===== src/rtl/i2s_rx.sv =====
// I2S receiver: synchronizes codec SCLK/LRCLK/data into CLK, deserializes MSB-first
// left/right words and presents complete stereo frames on a valid/ready interface.
`timescale 1ns/1ps
module i2s_rx #(
  parameter int unsigned SAMPLE_WIDTH = 16
) (
  input  logic                    CLK,
  input  logic                    RESET,
  input  logic                    EN,
  input  logic                    SCLK,
  input  logic                    LRCLK,
  input  logic                    I2S_Din,
  output logic [SAMPLE_WIDTH-1:0] LEFT_DATA,
  output logic [SAMPLE_WIDTH-1:0] RIGHT_DATA,
  output logic                    FRAME_VALID,
  input  logic                    FRAME_READY,
  output logic                    OVERRUN,
  output logic                    SYNC_ERR
);

  localparam int unsigned CW = $clog2(SAMPLE_WIDTH + 1);

  typedef enum logic [1:0] {IDLE, SEEK, LEFT, RIGHT} state_e;

  state_e                  state_q;
  logic [2:0]              sclk_q;
  logic [1:0]              lr_sync_q;
  logic [1:0]              din_sync_q;
  logic                    lr_prev_q;
  logic [SAMPLE_WIDTH-1:0] shift_q;
  logic [CW-1:0]           bitcnt_q;
  logic [SAMPLE_WIDTH-1:0] left_stage_q;
  logic [SAMPLE_WIDTH-1:0] right_stage_q;
  logic                    left_done_q;
  logic                    frame_done_q;
  logic [SAMPLE_WIDTH-1:0] left_data_q;
  logic [SAMPLE_WIDTH-1:0] right_data_q;
  logic                    valid_q;
  logic                    overrun_q;
  logic                    sync_err_q;

  logic                    rise;
  logic                    lr;
  logic                    din;
  logic                    boundary;
  logic                    short_slot;
  logic                    last_bit;
  logic [SAMPLE_WIDTH-1:0] word;

  always_comb begin
    rise       = sclk_q[1] & ~sclk_q[2];
    lr         = lr_sync_q[1];
    din        = din_sync_q[1];
    boundary   = rise && (lr != lr_prev_q);
    short_slot = (bitcnt_q < CW'(SAMPLE_WIDTH));
    last_bit   = (bitcnt_q == CW'(SAMPLE_WIDTH - 1));
    word       = {shift_q[SAMPLE_WIDTH-2:0], din};
  end

  always_ff @(posedge CLK) begin
    if (RESET) begin
      sclk_q     <= '0;
      lr_sync_q  <= '0;
      din_sync_q <= '0;
    end else begin
      sclk_q     <= {sclk_q[1:0], SCLK};
      lr_sync_q  <= {lr_sync_q[0], LRCLK};
      din_sync_q <= {din_sync_q[0], I2S_Din};
    end
  end

  always_ff @(posedge CLK) begin
    if (RESET) begin
      state_q       <= IDLE;
      lr_prev_q     <= 1'b0;
      shift_q       <= '0;
      bitcnt_q      <= '0;
      left_stage_q  <= '0;
      right_stage_q <= '0;
      left_done_q   <= 1'b0;
      frame_done_q  <= 1'b0;
      left_data_q   <= '0;
      right_data_q  <= '0;
      valid_q       <= 1'b0;
      overrun_q     <= 1'b0;
      sync_err_q    <= 1'b0;
    end else begin
      frame_done_q <= 1'b0;
      if (rise) lr_prev_q <= lr;

      unique case (state_q)
        IDLE: begin
          shift_q     <= '0;
          bitcnt_q    <= '0;
          left_done_q <= 1'b0;
          overrun_q   <= 1'b0;
          sync_err_q  <= 1'b0;
          if (EN) state_q <= SEEK;
        end
        SEEK: begin
          if (boundary && !lr) begin
            state_q  <= LEFT;
            shift_q  <= '0;
            bitcnt_q <= '0;
          end
        end
        LEFT, RIGHT: begin
          if (boundary) begin
            // The new lr picks the slot; the bit sampled here belongs to the old slot.
            shift_q  <= '0;
            bitcnt_q <= '0;
            state_q  <= lr ? RIGHT : LEFT;
            if (short_slot) begin
              sync_err_q  <= 1'b1;
              left_done_q <= 1'b0;
            end
          end else if (rise && short_slot) begin
            shift_q  <= word;
            bitcnt_q <= bitcnt_q + CW'(1);
            if (last_bit) begin
              if (state_q == LEFT) begin
                left_stage_q <= word;
                left_done_q  <= 1'b1;
              end else begin
                right_stage_q <= word;
                frame_done_q  <= left_done_q;
                left_done_q   <= 1'b0;
              end
            end
          end
        end
        default: state_q <= IDLE;
      endcase

      if (!EN) state_q <= IDLE;

      if (frame_done_q && (!valid_q || FRAME_READY)) begin
        left_data_q  <= left_stage_q;
        right_data_q <= right_stage_q;
        valid_q      <= 1'b1;
      end else if (frame_done_q) begin
        overrun_q <= 1'b1;
      end else if (FRAME_READY && valid_q) begin
        valid_q <= 1'b0;
      end
    end
  end

  assign LEFT_DATA   = left_data_q;
  assign RIGHT_DATA  = right_data_q;
  assign FRAME_VALID = valid_q;
  assign OVERRUN     = overrun_q;
  assign SYNC_ERR    = sync_err_q;

endmodule


===== config.mk =====
export PLATFORM = sky130hd
export DESIGN_NAME = i2s_rx
export DESIGN_NICKNAME = d
export VERILOG_FILES = /design/src/rtl/i2s_rx.sv
export SDC_FILE = /design/constraint.sdc
export NUM_CORES = 1
export LEC_CHECK = 0
export ABC_AREA = 0
export BUFFER_PORTS_ARGS = -buffer_cell sky130_fd_sc_hd__buf_2
export CAP_MARGIN = 25
export CORE_UTILIZATION = 45
export CTS_CLUSTER_SIZE = 30
export DETAILED_ROUTE_END_ITERATION = 12
export PLACE_DENSITY = 0.7
export SYNTH_ARGS = -nofsm -noshare
export SYNTH_HDL_FRONTEND = slang
export SYNTH_SLANG_ARGS = --single-unit
export TNS_END_PERCENT = 1

===== constraint.sdc =====
create_clock -name CLK -period 2.7 [get_ports CLK]
set_input_delay 0.135 -clock CLK [delete_from_list [all_inputs] [get_ports CLK]]
set_output_delay 0.135 -clock CLK [all_outputs]
set_load 0.05 [all_outputs]

==> metrics.txt, run 1 <==
outcome=completed; Most Crowded Layer GR=met2; number of setup buffers added after CTS=0; Hold Crit Depth=2; Synthesis Warnings=0; Multi-input gate area=1460 sq um; final hold vios=0; Main synth FF type=dfxtp_1; #FFs+latches synth=99; Avg Synthesized Cell Area=8.46 sq um; Max IR drop VDD=0.000250 V; Total GRT Usage=19.1%; Post-synth EDFFs=0; max_cap viols=0; Finished Layout Cells=565; Synth Area in Compound Gates=14.6%; Max Root-Sink Buffers=2; Root Driver=clkbuf_8; CP Launch Type=flip-flop; Post-Synth Adder-Cell Area=0.693%; number of routed nets with antenna violations=0; Nets=467; DRT Wirelength=7240 um; Max transition margin=52.1%; FILL cells=741; Final HPWL DP=4890 um; ys async rst share=0%; slack of the worst reg-to-reg path=740 ps; most area-consuming cells after synthesis=dfxtp_1, nand2_1, a21oi_1, nand2b_1, o22ai_1; drt wl/cell=12.8 um; Pwr Density=640 nW/um^2; synth unique cells=39; IO Pins=42; # setup viols final=0; Post-Synth Simple-Gate Area=24.5%; r2r worst-path depth=6; largest family of logic cells by synthesized area=simple AND/OR/NAND/NOR gates; met2 Use GR=32.2%; Reg power frac=55.8%; post-synthesis cell area=3610 sq um; WS Path Type=reg -> reg; number of iterations in the first detailed-routing pass=4; cts bufs inserted=9; number of core rows=32; P_sw=533 uW; RSZ-0062 raised after global routing=no; Overall Power=2640 uW; Initial Util=46.8%; Min Clock Period, post-route=1960 ps; met3 Usage GRT=3.57%; vias in the first global route=2815; vias per cell=5.13; clk slew on worst S/H paths=80 ps; syn_nets=436; setup TNS=0 ps; Post-Synthesis Cells=427; switching part of the total power=20.2%; die area=8390 sq um; post-route DRC violation count=0; post-synthesis mux area share=0%; Port Buffers=41; top cell type by total area after synthesis=dfxtp_1; Peak Freq=511 MHz; TritonCTS clock tree=done; RR Endpoint=left_stage_q[10]; sequential area share after synthesis=54.8%; clk sinks=99; leakage power=0.00149 uW; critical path capture point type=flip-flop; final instance area=4120 sq um; period utilisation layout=72.5%; Clock Skews=12.0 ps; internal power=2100 uW; Area after DPL=3850 sq um; post-CTS sizing=0; largest net degree at the start of global routing=50; Worst EP required=2990 ps; crit path max fanout=16; max-slew violations=0; H-tree Lvls=3; Worst Hold End=state_q[1]; GPL Wtd Cong=0.751; Gate power share=2.1%; number of antenna violations at the first check in global routing=0; Hold Startpoint=EN; RR Startpoint=bitcnt_q[0]; DR iter-0 viols=151; # diodes=0; Worst-Margin Slew=718 ps; placed insts=546; Arr. time, crit path=2240 ps; Vias=2896; first-pass GRT wire length=12600 um; min-delay worst type=in -> reg; Area Growth Syn to Fin=14.0%; core area=7730 sq um; post-synthesis xor/xnor area fraction=0.485%; hold_ws=47.2 ps; Clock Latency Late Sink=360 ps; share of cells above drive strength 1=14.3%; Die Ht=91.6 um; met1 usage=23.6%; top-area cell type share of the netlist area=54.8%; total grt overflow=0; die width=91.6 um; Seq. cell area=1980 sq um; Clk pwr share=42.2%
-- cells by family after synthesis --
group	count (synthesis)
and+or+nand+nor	191
xor gates and xnor gates	2
buffers and inverters	37
adders and majority gates	2
DFF	99
AOI/OAI and AO/OA	96
-- cell type report --
type                            instances  share of cell area, %
Clock inverter                          6                   2.73
Inverter                                7                  0.638
Sequential cell                        99                   48.1
Clock buffer                           10                   3.10
Multi-Input combinational cell        291                   35.3
Tap cell                              102                   3.10
Timing Repair Buffer                   50                   6.98
-- metrics by stage --
step / worst slack [ps] / utilization, %
after detailed placement: 787 / 49.8
after global placement: 861 / 49.6
after global routing: 567 / 53.3
after CTS: 766 / 53.3
final: 743 / 53.3
after floorplan: 1080 / -
-- cell usage after synthesis, types with 2 or more instances --
| cell type | n |
|---|---|
| nand3b_1 | 2 |
| nand2_1 | 131 |
| nor3b_1 | 2 |
| nand2b_1 | 19 |
| o22ai_1 | 13 |
| nor2_1 | 8 |
| nor4b_1 | 2 |
| and4_1 | 2 |
| buf_4 | 3 |
| inv_1 | 7 |
| or3_1 | 3 |
| nand3_1 | 2 |
| buf_6 | 3 |
| buf_2 | 4 |
| nor2b_1 | 10 |
| buf_1 | 3 |
| clkbuf_1 | 17 |
| o32ai_1 | 3 |
| o21ai_0 | 3 |
| ha_1 | 2 |
| a21oi_1 | 70 |
| dfxtp_1 | 99 |
| a22oi_1 | 2 |
| and3_1 | 2 |
-- worst max-delay path by stage --
stage / to / slack (ps) / cells after the start / start
global route: left_stage_q[2] / 570 / 6 / bitcnt_q[0]
floorplan: RIGHT_DATA[10] / 1080 / 5 / FRAME_VALID
global placement: left_stage_q[6] / 860 / 6 / bitcnt_q[0]
CTS: left_stage_q[10] / 770 / 6 / bitcnt_q[0]
finish: left_stage_q[10] / 740 / 6 / bitcnt_q[0]
detailed placement: left_stage_q[13] / 790 / 6 / bitcnt_q[0]
-- power by group through the flow --
stage,clock network [uW],logic [uW],registers [uW]
after floorplan,0,41.5,1500
after global placement,0,50.1,1500
after detailed placement,0,51.0,1500
after CTS,1140,54.1,1470
after global routing,1200,60.2,1470
final,1110,54.0,1470
-- routing by layer --
layer,part of all wire (%),routed length (um),vias up
met4,1.9,134,0
met1,47,3400,1354
met5,0,0,-
li1,-,-,1483
met2,47,3440,46
met3,3.7,267,13
-- critical path, stage by stage (launching register included) --
cell,delay [ps]
dfxtp_1,370
ha_1,200
and3_1,160
ha_1,250
and4b_1,640
nand2_1,120
a21oi_1,150
-- state kept, by name, indices dropped and copies added, names as in the netlist --
| signal | flops |
|---|---|
| FRAME_VALID | 1 |
| LEFT_DATA | 16 |
| OVERRUN | 1 |
| RIGHT_DATA | 16 |
| SYNC_ERR | 1 |
| bitcnt_q | 5 |
| din_sync_q | 2 |
| frame_done_q | 1 |
| left_done_q | 1 |
| left_stage_q | 16 |
| lr_prev_q | 1 |
| lr_sync_q | 2 |
| right_stage_q | 16 |
| sclk_q | 3 |
| shift_q | 15 |
| state_q | 2 |
-- cells in the final DEF, fill, tap and decap left out, types with 3 or more instances in the layout --
cell	netlist	layout
nor2b_1	10	9
buf_2	4	41
buf_4	3	5
dlygate4sd3_1	0	3
inv_1	7	7
bufinv_16	0	3
o22ai_1	13	13
dfxtp_1	99	99
nand2b_1	19	19
o21ai_0	3	3
nor2_1	8	8
a21oi_1	70	70
o32ai_1	3	3
nand2_1	131	131
clkbuf_8	0	9
or3_1	3	3
-- timing repair --
action / 4_1_cts / 5_1_grt
endpoints found under the hold margin: 3 / 0
hold buffers: 3 / 0
setup endpoints to repair: 0 / 0
No activity file was read; power rests on OpenSTA's default activity.
==> run 2, diff against run 1 <==
Settings changed: ABC_AREA 0 to 1.
Clock period 2.7 ns to 1.84 ns, I/O delays scaled along.
==> run 2 against run 1 <==
- clock-buffer cell count increased by 1
- final cell count increased by 19%
- register-to-register slack worse by 560 ps
- sequential share of layout area down 3.3 points
- synthesized cell count grew 24%
- fmax up 18%
- largest cell class unchanged
- largest power group unchanged
- highest routed layer unchanged
==> metrics.txt, run 2 <==
Clk pwr share=38.3% (-3.9 points); ys async rst share=0% (unchanged); IO Pins=42 (unchanged); P_sw=878 uW (+65%); vias in the first global route=2772 (-1.5%); top-count cell post-synth=nor2_1; GPL Wtd Cong=0.811 (+8.0%); crit path max fanout=34 (+18); # setup viols final=0 (unchanged); Die Ht=94.8 um (+3.5%); Area Growth Syn to Fin=14.3%; Max transition margin=66.5% (+14 points); Avg Synthesized Cell Area=7.33 sq um (-13%); most frequent cells in the layout=nor2_1, nand2_1, dfxtp_1; Pwr Density=859 nW/um^2 (+34%); # diodes=0 (unchanged); RR Startpoint=bitcnt_q[1]; Post-Synthesis Cells=529 (+24%); slack of the worst reg-to-reg path=180 ps (-560 ps); number of antenna violations at the first check in global routing=0 (unchanged); Worst-Margin Slew=502 ps (-217 ps); RR Endpoint=right_stage_q[2]; share of cells above drive strength 1=15.6% (+1.4 points); Post-synth EDFFs=0 (unchanged); TritonCTS clock tree=done; outcome=completed; Gate power share=4.0% (+1.9 points); Max IR drop VDD=0.000332 V (+33%); Clock Latency Late Sink=370 ps (about the same); Max Root-Sink Buffers=2 (unchanged); max-slew violations=0 (unchanged); number of core rows=33 (+3.1%); core area=8260 sq um (+6.9%); Nets=573 (+23%); Hold Crit Depth=2 (unchanged); most area-consuming cells after synthesis=dfxtp_1, nor2_1, nand2_1, inv_1, a21oi_1; internal power=2930 uW (+39%); syn_nets=538 (+23%); Main synth FF type=dfxtp_1; drt wl/cell=11.3 um (-12%); leakage power=0.00221 uW (+49%); top cell type by total area after synthesis=dfxtp_1; number of setup buffers added after CTS=0 (unchanged); Final HPWL DP=4890 um (+0.12%); Initial Util=47.0% (+0.19 points); die area=8990 sq um (+7.1%); sequential area share after synthesis=51.1% (-3.7 points); largest net degree at the start of global routing=87 (+74%); switching part of the total power=23.1% (+2.9 points); Arr. time, crit path=1970 ps (-270 ps); Commonest cells post-synth=nor2_1, nand2_1, dfxtp_1, inv_1, a21oi_1; Clock Skews=13.5 ps (+1.51 ps); max_cap viols=0 (unchanged); critical path capture point type=flip-flop; DR iter-0 viols=161 (+6.6%); DRT Wirelength=7610 um (+5.1%); die width=94.8 um (+3.5%); Total GRT Usage=18.6% (-0.48 points); number of iterations in the first detailed-routing pass=4 (unchanged); Min Clock Period, post-route=1660 ps (-301 ps); first-pass GRT wire length=12900 um (+2.4%); synth unique cells=29 (-26%); CP Launch Type=flip-flop; min-delay worst type=in -> reg; CP startpoint=bitcnt_q[1]; Hold Startpoint=RESET; Synthesis Warnings=0 (unchanged); r2r worst-path depth=11 (+5); final hold vios=0 (unchanged); Worst Hold End=sclk_q[1]; hold_ws=37.5 ps (-9.66 ps); WS Path Type=reg -> reg; Vias=3130 (+8.1%); post-synthesis cell area=3880 sq um (+7.3%); Area after DPL=4150 sq um (+7.8%); vias per cell=4.64 (-9.4%); #FFs+latches synth=99 (unchanged); Port Buffers=41 (unchanged); Peak Freq=604 MHz (+18%); H-tree Lvls=3 (unchanged); post-route DRC violation count=0 (unchanged); commonest non-fill, non-tap cell in the layout=nor2_1; final instance area=4430 sq um (+7.5%); Reg power frac=57.8% (+2.0 points); Worst EP required=2150 ps (-840 ps); top-area cell type share of the netlist area=51.1% (-3.7 points); number of routed nets with antenna violations=0 (unchanged); Root Driver=clkbuf_8; clk sinks=99 (unchanged); period utilisation layout=90.0% (+18 points); clk slew on worst S/H paths=100 ps (+20 ps); total grt overflow=0 (unchanged); cts bufs inserted=9 (unchanged)
run 2: cell count changes after synthesis, moves of 8 or more:
| cell | change |
|---|---|
| o21ai_0 | +23 |
| nand2_1 | -26 |
| a21oi_1 | -30 |
| nand2b_1 | -19 |
| nand3_1 | +27 |
| o22ai_1 | -12 |
| inv_1 | +47 |
| nor2b_1 | -10 |
| nor2_2 | +10 |
| nor2_1 | +99 |
| o21ai_1 | +8 |
run 2: final cells by class:
class | count | area, sq um
Clock buffer | 11 | 151
Inverter | 60 | 229
Tap cell | 105 | 131
Fill cell | 789 | 3830
Timing Repair Buffer | 53 | 345
Sequential cell | 99 | 1980
Multi-Input combinational cell | 341 | 1530
Clock inverter | 5 | 58.8
run 2: cell families after synthesis:
group | synth area share, %
and+or+nand+nor | 28.5
DFF | 51.1
buffers and inverters | 9.45
AOI/OAI and AO/OA | 10.1
adders and majority gates | 0.645
xor gates and xnor gates | 0.226
run 2: worst max path at each step:
stage | end | slack [ps] | cells past startpoint
2_1_floorplan | right_stage_q[0] | 240 | 10
3_3_place_gp | right_stage_q[12] | 170 | 10
3_5_place_dp | right_stage_q[2] | 60 | 11
4_1_cts | right_stage_q[2] | 50 | 11
5_1_grt | right_stage_q[8] | -10 | 11
6_report | right_stage_q[2] | 180 | 11
run 2: what timing repair did:
action,4_1_cts,5_1_grt
hold buffers,5,0
endpoints found under the setup margin,0,19
gates resized for setup,0,7
endpoints found under the hold margin,7,0
run 2: through the flow:
stage / worst slack (ps) / power (uW) / TNS [ps] / std cells / utilization [%]
3_3_place_gp: 166 / 2390 / 0 / 653 / 50.3
6_report: 184 / 3810 / 0 / 674 / 53.7
2_1_floorplan: 237 / 2350 / 0 / 529 / -
5_1_grt: -13.2 / 3950 / -22.6 / 674 / 53.7
3_5_place_dp: 63.5 / 2390 / 0 / 653 / 50.3
4_1_cts: 51.3 / 3840 / 0 / 674 / 53.4
run 2: worst max-delay path, cell delays in order (launching register included):
cell,delay [ps]
dfxtp_1,360
ha_1,170
nand2_1,70
nor2_1,100
ha_1,200
inv_1,60
nor2_2,130
nand4_2,110
buf_12,200
nand2_1,60
nand2_1,40
nor2_1,100
run 2: power groups by stage:
stage	registers (uW)	clock network, uW	logic (uW)
6_report	2200	1460	150
5_1_grt	2200	1580	169
4_1_cts	2200	1490	151
3_5_place_dp	2250	0	142
3_3_place_gp	2250	0	140
2_1_floorplan	2240	0	114
run 2: per-layer routing:
metal,vias to the layer above,global-route usage [%],wire length [um]
met2,49,29.9,3540
met4,0,10.1,170
met1,1361,23.9,3690
met5,-,0,0
li1,1704,-,-
met3,16,2.90,206
==> run 3, diff against run 2 <==
Settings changed: BUFFER_PORTS_ARGS -buffer_cell sky130_fd_sc_hd__buf_2 to -buffer_cell sky130_fd_sc_hd__buf_4.
==> run 3 against run 2 <==
- worst hold slack gained 370 ps
- sequential cell count unchanged
- total power shrank 2.0%
- clock power is 7% lower
- wire length increased by 6.5%
- clock skew shrank 1.2 ps
- via count is 4.6% higher
- final cell count is 0.74% higher
- global-route usage rose by 0.74 points
- setup slack worse by 51 ps
- critical path depth is the same
- critical endpoint is now right_stage_q[1]
- largest power group unchanged
==> metrics.txt, run 3 (synthesized netlist as in run 2, its figures left out) <==
first-pass GRT wire length=13500 um (+4.8%); Peak Freq=586 MHz (-3.0%); Max transition margin=65.6% (-0.98 points); total grt overflow=0 (unchanged); min-delay worst type=reg -> reg; hold_ws=410 ps (+373 ps); CP Launch Type=flip-flop; clk slew on worst S/H paths=110 ps (about the same); leakage power=0.00223 uW (+0.84%); CP max stage delay=360 ps (about the same); number of setup buffers added after CTS=0 (unchanged); met3 Usage GRT=2.82% (-0.081 points); vias per cell=4.82 (+3.8%); drt wl/cell=11.9 um (+5.7%); RSZ-0062 raised after global routing=no; number of core rows=33 (unchanged); # diodes=0 (unchanged); end-of-flow core utilization=55.2% (+1.6 points); post-route DRC violation count=0 (unchanged); crit path max fanout=34 (unchanged); DR iter-0 viols=183 (+14%); outcome=completed; number of routed nets with antenna violations=0 (unchanged); period utilisation layout=92.8% (+2.8 points); Finished Layout Cells=679 (+0.74%); share of cells above drive strength 1=15.7% (+0.038 points); Max IR drop VDD=0.000361 V (+8.8%); final hold vios=0 (unchanged); Initial Util=47.0% (unchanged); Worst-Margin Slew=517 ps (+14.7 ps); Total GRT Usage=19.4% (+0.74 points); setup TNS=0 ps (unchanged); clk sinks=99 (unchanged); Port Buffers=41 (unchanged); Area Growth Syn to Fin=17.7%; Pwr Density=818 nW/um^2 (-4.8%); Clock Skews=12.3 ps (-1.21 ps); dpl ws=102 ps (+38.4 ps); Final HPWL DP=5220 um (+6.7%); GPL Wtd Cong=0.818 (+0.91%); Top Family by Delay on Critical Path=simple AND/OR/NAND/NOR gates; commonest non-fill, non-tap cell in the layout=nor2_1; largest net degree at the start of global routing=64 (-26%); vias in the first global route=2958 (+6.7%); IO Pins=42 (unchanged); DRT Wirelength=8110 um (+6.5%); core area=8260 sq um (unchanged); placed insts=654 (+0.15%); WS Path Type=reg -> reg; Final WS setup=133 ps (-51.0 ps); max-slew violations=0 (unchanged); CP bufs+invs=2 (unchanged); number of antenna violations at the first check in global routing=0 (unchanged); Root Driver=clkbuf_8; most frequent cells in the layout=nor2_1, nand2_1, dfxtp_1; CP Cell Sequence=ha_1 > nand2_1 > nor2_1 > ha_1 > inv_1 > nor2_2 > nand4_2 > buf_12 > nand2_1 > nand2_1 > nor2_1; Most Crowded Layer GR=met2; die area=8990 sq um (unchanged); Worst EP required=2150 ps (about the same); critical path capture point type=flip-flop; die width=94.8 um (unchanged); TritonCTS clock tree=done; max_cap viols=0 (unchanged); # setup viols final=0 (unchanged); FILL cells=829 (+5.1%); Crit-path slowest cell=dfxtp_1; Max Root-Sink Buffers=2 (unchanged); Clock Latency Late Sink=370 ps (about the same); number of iterations in the first detailed-routing pass=4 (unchanged); Die Ht=94.8 um (unchanged); met1 usage=24.5% (+0.55 points); cts bufs inserted=9 (unchanged); Min Clock Period, post-route=1710 ps (+51.0 ps); met2 Use GR=32.1% (+2.2 points); cell repeated most along the worst path=nand2_1; Nets=578 (+0.87%); H-tree Lvls=3 (unchanged); Arr. time, crit path=2020 ps (+50 ps); Vias=3274 (+4.6%)
==> run 3: changes by cell type in the layout (fill, tap and decap cells not counted), sizes merged <==
cell	delta
dlygate4sd3	+4
inv	+4
clkbuf	-2
buf	+1
bufinv	-1
clkinvlp	-1
==> run 3: final timing paths <==
| kind | startpoint | end | slack [ps] | cells after the start |
|---|---|---|---|---|
| max | bitcnt_q[1] | right_stage_q[1] | 130 | 11 |
| min | din_sync_q[0] | din_sync_q[1] | 410 | 2 |
| max reg2reg | bitcnt_q[1] | right_stage_q[1] | 130 | 11 |
| min reg2reg | din_sync_q[0] | din_sync_q[1] | 410 | 2 |
==> run 3: layer usage <==
metal / up-vias / share of wire [%]
met5: - / 0
met2: 68 / 48
met1: 1474 / 46
met3: 11 / 3.8
li1: 1721 / -
met4: 0 / 1.9
==> run 3: where the power goes <==
group | leakage, uW | switching, uW | internal, uW | total [uW]
clock network | 0.0000944 | 837 | 528 | 1360
registers | 0.000802 | 30.8 | 2170 | 2200
logic | 0.00133 | 100 | 65.1 | 165
==> run 3: tightest hold or removal path, cell delays in order, from the launching register on <==
cell and delay, ps:
dfxtp_1 310, inv_1 40, nor2_1 30
==> run 3: cell type report <==
type | count | area (sq um) | share of cell area, %
Tap cell | 105 | 131 | 2.88
Clock inverter | 7 | 67.6 | 1.48
Clock buffer | 9 | 124 | 2.72
Multi-Input combinational cell | 341 | 1530 | 33.6
Timing Repair Buffer | 58 | 495 | 10.9
Sequential cell | 99 | 1980 | 43.5
Inverter | 60 | 229 | 5.02
==> run 3: timing repair <==
item | CTS | global route
hold endpoints to repair | 13 | 0
resized for setup | 0 | 7
endpoints found under the setup margin | 0 | 18
hold buffers | 9 | 0
==> run 3: per-stage QoR <==
stage | power, uW | cell area (sq um)
floorplan | 2350 | 3880
global placement | 2390 | 4260
detailed placement | 2400 | 4260
CTS | 3760 | 4540
global route | 3870 | 4560
finish | 3730 | 4560
